$ cat src/rtl/csr_trap_seq.sv
// rtl/csr_trap_seq.sv - machine-mode trap/mret CSR read-modify-write sequencer
//
// Turns synchronous exceptions, external/timer interrupts and mret into
// ordered accesses on the machine CSR file port. It produces a one-cycle PC
// redirect at the end of each sequence and stalls the core while busy.
//
// Ports:
//   clk, rst                 clock (rising edge), async active-low reset
//   exc_valid/cause/pc       synchronous exception request
//   irq_ext, irq_timer       level interrupt requests, irq_pc = next PC
//   mret                     mret retiring
//   csr_addr/wdata/rd/wr     CSR file request port
//   csr_rdata                CSR file combinational read data
//   stall                    high while the sequencer is not idle
//   redirect_valid/pc        one-cycle PC redirect
module csr_trap_seq #(
  parameter int XLEN    = 32,
  parameter int CAUSE_W = 4
) (
  input  logic               clk,
  input  logic               rst,
  input  logic               exc_valid,
  input  logic [CAUSE_W-1:0] exc_cause,
  input  logic [XLEN-1:0]    exc_pc,
  input  logic               irq_ext,
  input  logic               irq_timer,
  input  logic [XLEN-1:0]    irq_pc,
  input  logic               mret,
  output logic [11:0]        csr_addr,
  output logic [XLEN-1:0]    csr_wdata,
  output logic               csr_rd,
  output logic               csr_wr,
  input  logic [XLEN-1:0]    csr_rdata,
  output logic               stall,
  output logic               redirect_valid,
  output logic [XLEN-1:0]    redirect_pc
);

  localparam logic [3:0] S_IDLE           = 4'd0;
  localparam logic [3:0] S_RD_MSTATUS     = 4'd1;
  localparam logic [3:0] S_RD_MIE         = 4'd2;
  localparam logic [3:0] S_WR_MSTATUS     = 4'd3;
  localparam logic [3:0] S_WR_MEPC        = 4'd4;
  localparam logic [3:0] S_WR_MCAUSE      = 4'd5;
  localparam logic [3:0] S_RD_MTVEC       = 4'd6;
  localparam logic [3:0] S_RD_MEPC        = 4'd7;
  localparam logic [3:0] S_WR_MSTATUS_RET = 4'd8;
  localparam logic [3:0] S_REDIRECT       = 4'd9;

  localparam logic [11:0] A_MSTATUS = 12'h300;
  localparam logic [11:0] A_MIE     = 12'h304;
  localparam logic [11:0] A_MTVEC   = 12'h305;
  localparam logic [11:0] A_MEPC    = 12'h341;
  localparam logic [11:0] A_MCAUSE  = 12'h342;

  logic [3:0]         state, state_nxt;
  logic [CAUSE_W-1:0] cause_q;
  logic [XLEN-1:0]    pc_q;
  logic [XLEN-1:0]    mstatus_q;
  logic [XLEN-1:0]    target_q;
  logic               is_irq_q, is_mret_q;
  logic               ext_q, tmr_q;

  logic               take_ext, take_tmr;
  logic [3:0]         irq_code;
  logic [XLEN-1:0]    mst_trap, mst_ret, mcause_val, tvec_base, trap_target;

  // Interrupt enable evaluation happens while mie is on the read port.
  assign take_ext = mstatus_q[3] & csr_rdata[11] & ext_q;
  assign take_tmr = mstatus_q[3] & csr_rdata[7] & tmr_q;

  // After RD_MIE only the winning interrupt flag is left set.
  assign irq_code = ext_q ? 4'd11 : 4'd7;

  always_comb begin
    mst_trap         = mstatus_q;
    mst_trap[7]      = mstatus_q[3];
    mst_trap[3]      = 1'b0;
    mst_trap[12:11]  = 2'b11;
    mst_ret          = mstatus_q;
    mst_ret[3]       = mstatus_q[7];
    mst_ret[7]       = 1'b1;
    mst_ret[12:11]   = 2'b11;
    if (is_irq_q) mcause_val = {1'b1, {(XLEN-5){1'b0}}, irq_code};
    else          mcause_val = {{(XLEN-CAUSE_W){1'b0}}, cause_q};
    tvec_base   = {csr_rdata[XLEN-1:2], 2'b00};
    // Vectored mode only offsets interrupts; exceptions always use the base.
    if (is_irq_q && csr_rdata[1:0] == 2'b01)
      trap_target = tvec_base + {{(XLEN-6){1'b0}}, irq_code, 2'b00};
    else
      trap_target = tvec_base;
  end

  always_comb begin
    state_nxt      = state;
    csr_addr       = 12'h000;
    csr_wdata      = '0;
    csr_rd         = 1'b0;
    csr_wr         = 1'b0;
    redirect_valid = 1'b0;
    redirect_pc    = '0;
    case (state)
      S_IDLE: begin
        if (exc_valid || mret || irq_ext || irq_timer) state_nxt = S_RD_MSTATUS;
      end
      S_RD_MSTATUS: begin
        csr_addr = A_MSTATUS;
        csr_rd   = 1'b1;
        if (is_mret_q)     state_nxt = S_WR_MSTATUS_RET;
        else if (is_irq_q) state_nxt = S_RD_MIE;
        else               state_nxt = S_WR_MSTATUS;
      end
      S_RD_MIE: begin
        csr_addr  = A_MIE;
        csr_rd    = 1'b1;
        state_nxt = (take_ext || take_tmr) ? S_WR_MSTATUS : S_IDLE;
      end
      S_WR_MSTATUS: begin
        csr_addr  = A_MSTATUS;
        csr_wdata = mst_trap;
        csr_wr    = 1'b1;
        state_nxt = S_WR_MEPC;
      end
      S_WR_MEPC: begin
        csr_addr  = A_MEPC;
        csr_wdata = {pc_q[XLEN-1:2], 2'b00};
        csr_wr    = 1'b1;
        state_nxt = S_WR_MCAUSE;
      end
      S_WR_MCAUSE: begin
        csr_addr  = A_MCAUSE;
        csr_wdata = mcause_val;
        csr_wr    = 1'b1;
        state_nxt = S_RD_MTVEC;
      end
      S_RD_MTVEC: begin
        csr_addr  = A_MTVEC;
        csr_rd    = 1'b1;
        state_nxt = S_REDIRECT;
      end
      S_WR_MSTATUS_RET: begin
        csr_addr  = A_MSTATUS;
        csr_wdata = mst_ret;
        csr_wr    = 1'b1;
        state_nxt = S_RD_MEPC;
      end
      S_RD_MEPC: begin
        csr_addr  = A_MEPC;
        csr_rd    = 1'b1;
        state_nxt = S_REDIRECT;
      end
      S_REDIRECT: begin
        redirect_valid = 1'b1;
        redirect_pc    = target_q;
        state_nxt      = S_IDLE;
      end
      default: state_nxt = S_IDLE;
    endcase
  end

  assign stall = (state != S_IDLE);

  always_ff @(posedge clk or negedge rst) begin
    if (!rst) begin
      state     <= S_IDLE;
      cause_q   <= '0;
      pc_q      <= '0;
      mstatus_q <= '0;
      target_q  <= '0;
      is_irq_q  <= 1'b0;
      is_mret_q <= 1'b0;
      ext_q     <= 1'b0;
      tmr_q     <= 1'b0;
    end else begin
      state <= state_nxt;
      case (state)
        S_IDLE: begin
          if (exc_valid) begin
            cause_q   <= exc_cause;
            pc_q      <= exc_pc;
            is_irq_q  <= 1'b0;
            is_mret_q <= 1'b0;
            ext_q     <= 1'b0;
            tmr_q     <= 1'b0;
          end else if (mret) begin
            is_irq_q  <= 1'b0;
            is_mret_q <= 1'b1;
          end else if (irq_ext || irq_timer) begin
            pc_q      <= irq_pc;
            is_irq_q  <= 1'b1;
            is_mret_q <= 1'b0;
            ext_q     <= irq_ext;
            tmr_q     <= irq_timer;
          end
        end
        S_RD_MSTATUS: mstatus_q <= csr_rdata;
        S_RD_MIE: begin
          // External wins when both are enabled.
          ext_q <= take_ext;
          tmr_q <= take_tmr & ~take_ext;
        end
        S_RD_MTVEC: target_q <= trap_target;
        S_RD_MEPC:  target_q <= {csr_rdata[XLEN-1:2], 2'b00};
        default: ;
      endcase
    end
  end

endmodule
$ cat config.mk
export PLATFORM = sky130hd
export DESIGN_NAME = csr_trap_seq
export DESIGN_NICKNAME = d
export VERILOG_FILES = /design/src/rtl/csr_trap_seq.sv
export SDC_FILE = /design/constraint.sdc
export NUM_CORES = 1
export LEC_CHECK = 0
export ABC_CLOCK_PERIOD_IN_PS = 2400
export BUFFER_PORTS_ARGS = -buffer_cell sky130_fd_sc_hd__buf_2
export CORE_AREA = 3 3 142 144
export DETAILED_ROUTE_END_ITERATION = 16
export DIE_AREA = 0 0 145 147
export MAX_ROUTING_LAYER = met4
export SLEW_MARGIN = 10
export SYNTH_ARGS = -nofsm -noshare
export SYNTH_HDL_FRONTEND = slang
export SYNTH_SLANG_ARGS = --single-unit
$ cat constraint.sdc
create_clock -name clk -period 2.4 [get_ports clk]
set_clock_uncertainty 0.05 [all_clocks]
set_input_delay 0.24 -clock clk [delete_from_list [all_inputs] [get_ports clk]]
set_output_delay 0.24 -clock clk [all_outputs]
set_load 0.005 [all_outputs]
==> run_results.csv <==
group,metric,value,unit
routing,drc,0,
placement,place_ws,-4.84,ps
timing,holdWs,64.8,ps
global_route,grt_max_degree,61,
floorplan,rows,50,
pwr,pwr-share-seq,38.8,%
synth,synth-seq-cells,102,
cts,insertion_delay,360,ps
worst_hold_path,holdCritStartpoint,"exc_cause[2]",
layout,nets,864,
global_route,antenna_found_initial,1,
layout,final_cells,1020,
cts,path_clk_slew,70,ps
worst_setup_path,crit_path_end,"csr_wdata[29]",
layout,drive_gt1_share,35.3,%
placement,port_buffers,173,
worst_setup_path,rr_worst_depth,7,
synth,syn_inst,591,
cts,cts_tree,"yes",
routing,ant_nets,0,
synth,synth_cell_type_count,55,
synth,postSynthAreaPerCell,9.62,sq um
global_route,grt_pass1_wl,26.2,mm
pwr,p_int,5.19,mW
synth,netlist.area_leader.share,44.9,%
routing,met1_length,8.04,mm
pwr,switchingPower,3.03,mW
floorplan,die_x,145,um
pwr,p_sw_share,36.9,%
routing,wl_met3,784,um
worst_setup_path,r2r_slack,160,ps
floorplan,io_pins,186,
cts,cts_made_buffers,9,
timing,slew_viol_final,0,
cts,h-tree-depth,3,
synth,synthTopCellsByCount,"dfrtp_1, nand2_1, o21ai_0",
pwr,power_density,1140,mW/mm^2
synth,synthTopCellsByArea,"dfrtp_1, mux2_2, o21ai_0",
timing,tightest_slew,521,ps
timing,setup_viol,0,
worst_setup_path,r2r_start,"ext_q",
synth,ys_seq_area_share,44.9,%
routing,vias,4725,
synth,synth-main-ff-cell,"dfrtp_1",
timing,setup_tns,0,ps
cts,clk_path_buf_depth,2,
placement,gp_congestion,0.867,
synth,synth-edff-count,0,
outcome,status,"finished clean",
synth,yosysWarnings,0,
synth,synth-async-reset-ratio,100,%
synth,synth_top_area_cell,"dfrtp_1",
worst_setup_path,crit_slowest_cell,"dfrtp_2",
floorplan,coreArea,0.0188,sq mm
routing,wl_met2,7.18,mm
cts,cts.sinks,102,
floorplan,fp.dieArea,0.0213,sq mm
floorplan,chipHeight,147,um
flow_run,maxCapViolCount,0,
routing,dr.pass1.iters,4,
placement,dpl.hpwl,12.8,mm
routing,post_drt_via_cell_ratio,4.63,
placement,dp.cells,1002,
worst_setup_path,worstPathCellList,"or2_2 -> nor2_2 -> buf_12 -> a22o_1 -> buf_2",
worst_hold_path,hold_class,"input pin to flip-flop",
global_route,grt_pass1_vias,4696,
timing,hold_violations,0,
timing,rsz0062_at_grt,"no",
global_route,grt_use_total,16.0,%
pwr,pwr-share-comb,41.7,%
global_route,grt_overflow,0,
synth,syn_area,0.00568,sq mm
timing,clock.fmax,442,MHz
floorplan,initial_core_util,30.2,%
synth,yosysMostFrequentCell,"dfrtp_1",
timing,fin_ws,138,ps
worst_setup_path,cp.required,2110,ps
timing,max-slew-margin-rel,65.3,%
timing,period_minus_slack,2260,ps
worst_setup_path,max_stage_delay,500,ps
worst_setup_path,end_kind,"output port",
timing,layout_worst_path_cycle_share,94.2,%
worst_setup_path,crit_arrival,1970,ps
worst_setup_path,worst-setup-path-type,"flip-flop to output port",
pwr,power.leakage,3.52,nW
layout,syn_to_final_growth,27.1,%
pwr,peakVddDrop,0.437,mV
routing,drtIter0Drc,270,
worst_setup_path,startpoint,"state[1]",
routing,top_layer,"met4",
pwr,p_clk_share,19.6,%
worst_setup_path,worstReg2RegEnd,"target_q[30]",
cts,clockRootBuffer,"clkbuf_16",
routing,wl,16.4,mm
worst_setup_path,critPathLaunchType,"flip-flop",
worst_setup_path,path_max_fanout,28,
layout,finish.utilization,38.4,%
routing,post_drt_wl_per_cell,16.0,um
## layout by cell type, fill, tap and decap left out, types with 4 or more instances in the layout
cell / Yosys / final
mux2i_1: 32 / 32
a31oi_1: 6 / 6
clkbuf_16: 0 / 9
nor4_1: 5 / 5
dfrtp_1: 102 / 99
nand2b_1: 5 / 5
conb_1: 1 / 8
nor2b_1: 6 / 6
nor3_1: 8 / 7
buf_2: 2 / 172
inv_1: 11 / 11
o21ai_0: 66 / 66
mux2_2: 35 / 35
buf_12: 0 / 4
xnor2_1: 11 / 11
or3_1: 6 / 6
nand4_1: 12 / 12
buf_4: 10 / 18
or2_2: 5 / 5
o22ai_1: 4 / 4
and2_1: 33 / 33
nand3_1: 12 / 12
nand2_1: 72 / 71
a21oi_1: 8 / 7
nor2_1: 22 / 21
a22o_1: 25 / 25
and3_1: 7 / 7
xor2_1: 11 / 11
## logic make-up after synthesis
logic type | share of synthesized area, %
XOR/XNOR | 3.39
other | 0.0660
adder cells (fa/ha/maj) | 0.660
AO/OA/AOI/OAI | 14.2
AND/OR/NAND/NOR | 19.2
multiplexers | 12.6
buffers and inverters | 5.00
flip-flops | 44.9
## area by class of cell
| class | count | area, sq um |
|---|---|---|
| fillers | 1931 | 11600 |
| multi-input cells | 436 | 2890 |
| flip-flops and latches | 102 | 2560 |
| repair buffers | 195 | 1090 |
| well taps | 260 | 325 |
| clock buffers | 9 | 225 |
| clock inverters | 6 | 93.8 |
| inverters | 11 | 41.3 |
| diodes | 1 | 2.50 |
## state kept, by name, indices dropped and copies added, names as in the netlist
signal / flops
is_irq_q: 1
ext_q: 1
state: 4
pc_q: 30
cause_q: 4
mstatus_q: 30
is_mret_q: 1
tmr_q: 1
target_q: 30
## per-layer routing
| metal | vias up | track usage (%) |
|---|---|---|
| met2 | 146 | 23.5 |
| met1 | 2158 | 22.0 |
| met5 | - | - |
| li1 | 2401 | - |
| met3 | 20 | 2.56 |
| met4 | 0 | 6.51 |
## critical path: cells and delay by family, from the launching register on
family | cells | cell delay, ps
AO/OA/AOI/OAI | 1 | 190
flip-flops | 1 | 500
AND/OR/NAND/NOR | 2 | 590
buffers and inverters | 2 | 310
## repair_timing
item	CTS	global route
endpoints found under the setup margin	3	29
gates cloned	0	0
hold endpoints to repair	34	0
pin swaps	0	0
gates resized for setup	1	3
setup buffers	0	1
hold buffers	1	0
## power groups by stage
| stage | clock [mW] | sequential [mW] | combinational [mW] |
|---|---|---|---|
| floorplan | 0 | 2.92 | 2.39 |
| global placement | 0 | 3.21 | 3.39 |
| detailed placement | 0 | 3.22 | 3.43 |
| CTS | 1.66 | 3.20 | 3.46 |
| global route | 1.73 | 3.30 | 3.87 |
| finish | 1.61 | 3.19 | 3.42 |
## through the flow
stage / power [mW] / area, sq um
finish: 8.22 / 7220
global route: 8.90 / 7220
CTS: 8.32 / 7210
detailed placement: 6.65 / 6880
global placement: 6.60 / 6880
floorplan: 5.31 / 5710
## worst min-delay path by stage
stage / endpoint / slack (ps) / cells after the start
floorplan: cause_q[0] / -110 / 0
global placement: is_mret_q / 210 / 1
detailed placement: tmr_q / 210 / 1
CTS: cause_q[2] / 50 / 2
global route: cause_q[2] / 60 / 2
finish: cause_q[2] / 60 / 2
(Power assumes the default switching activity.)
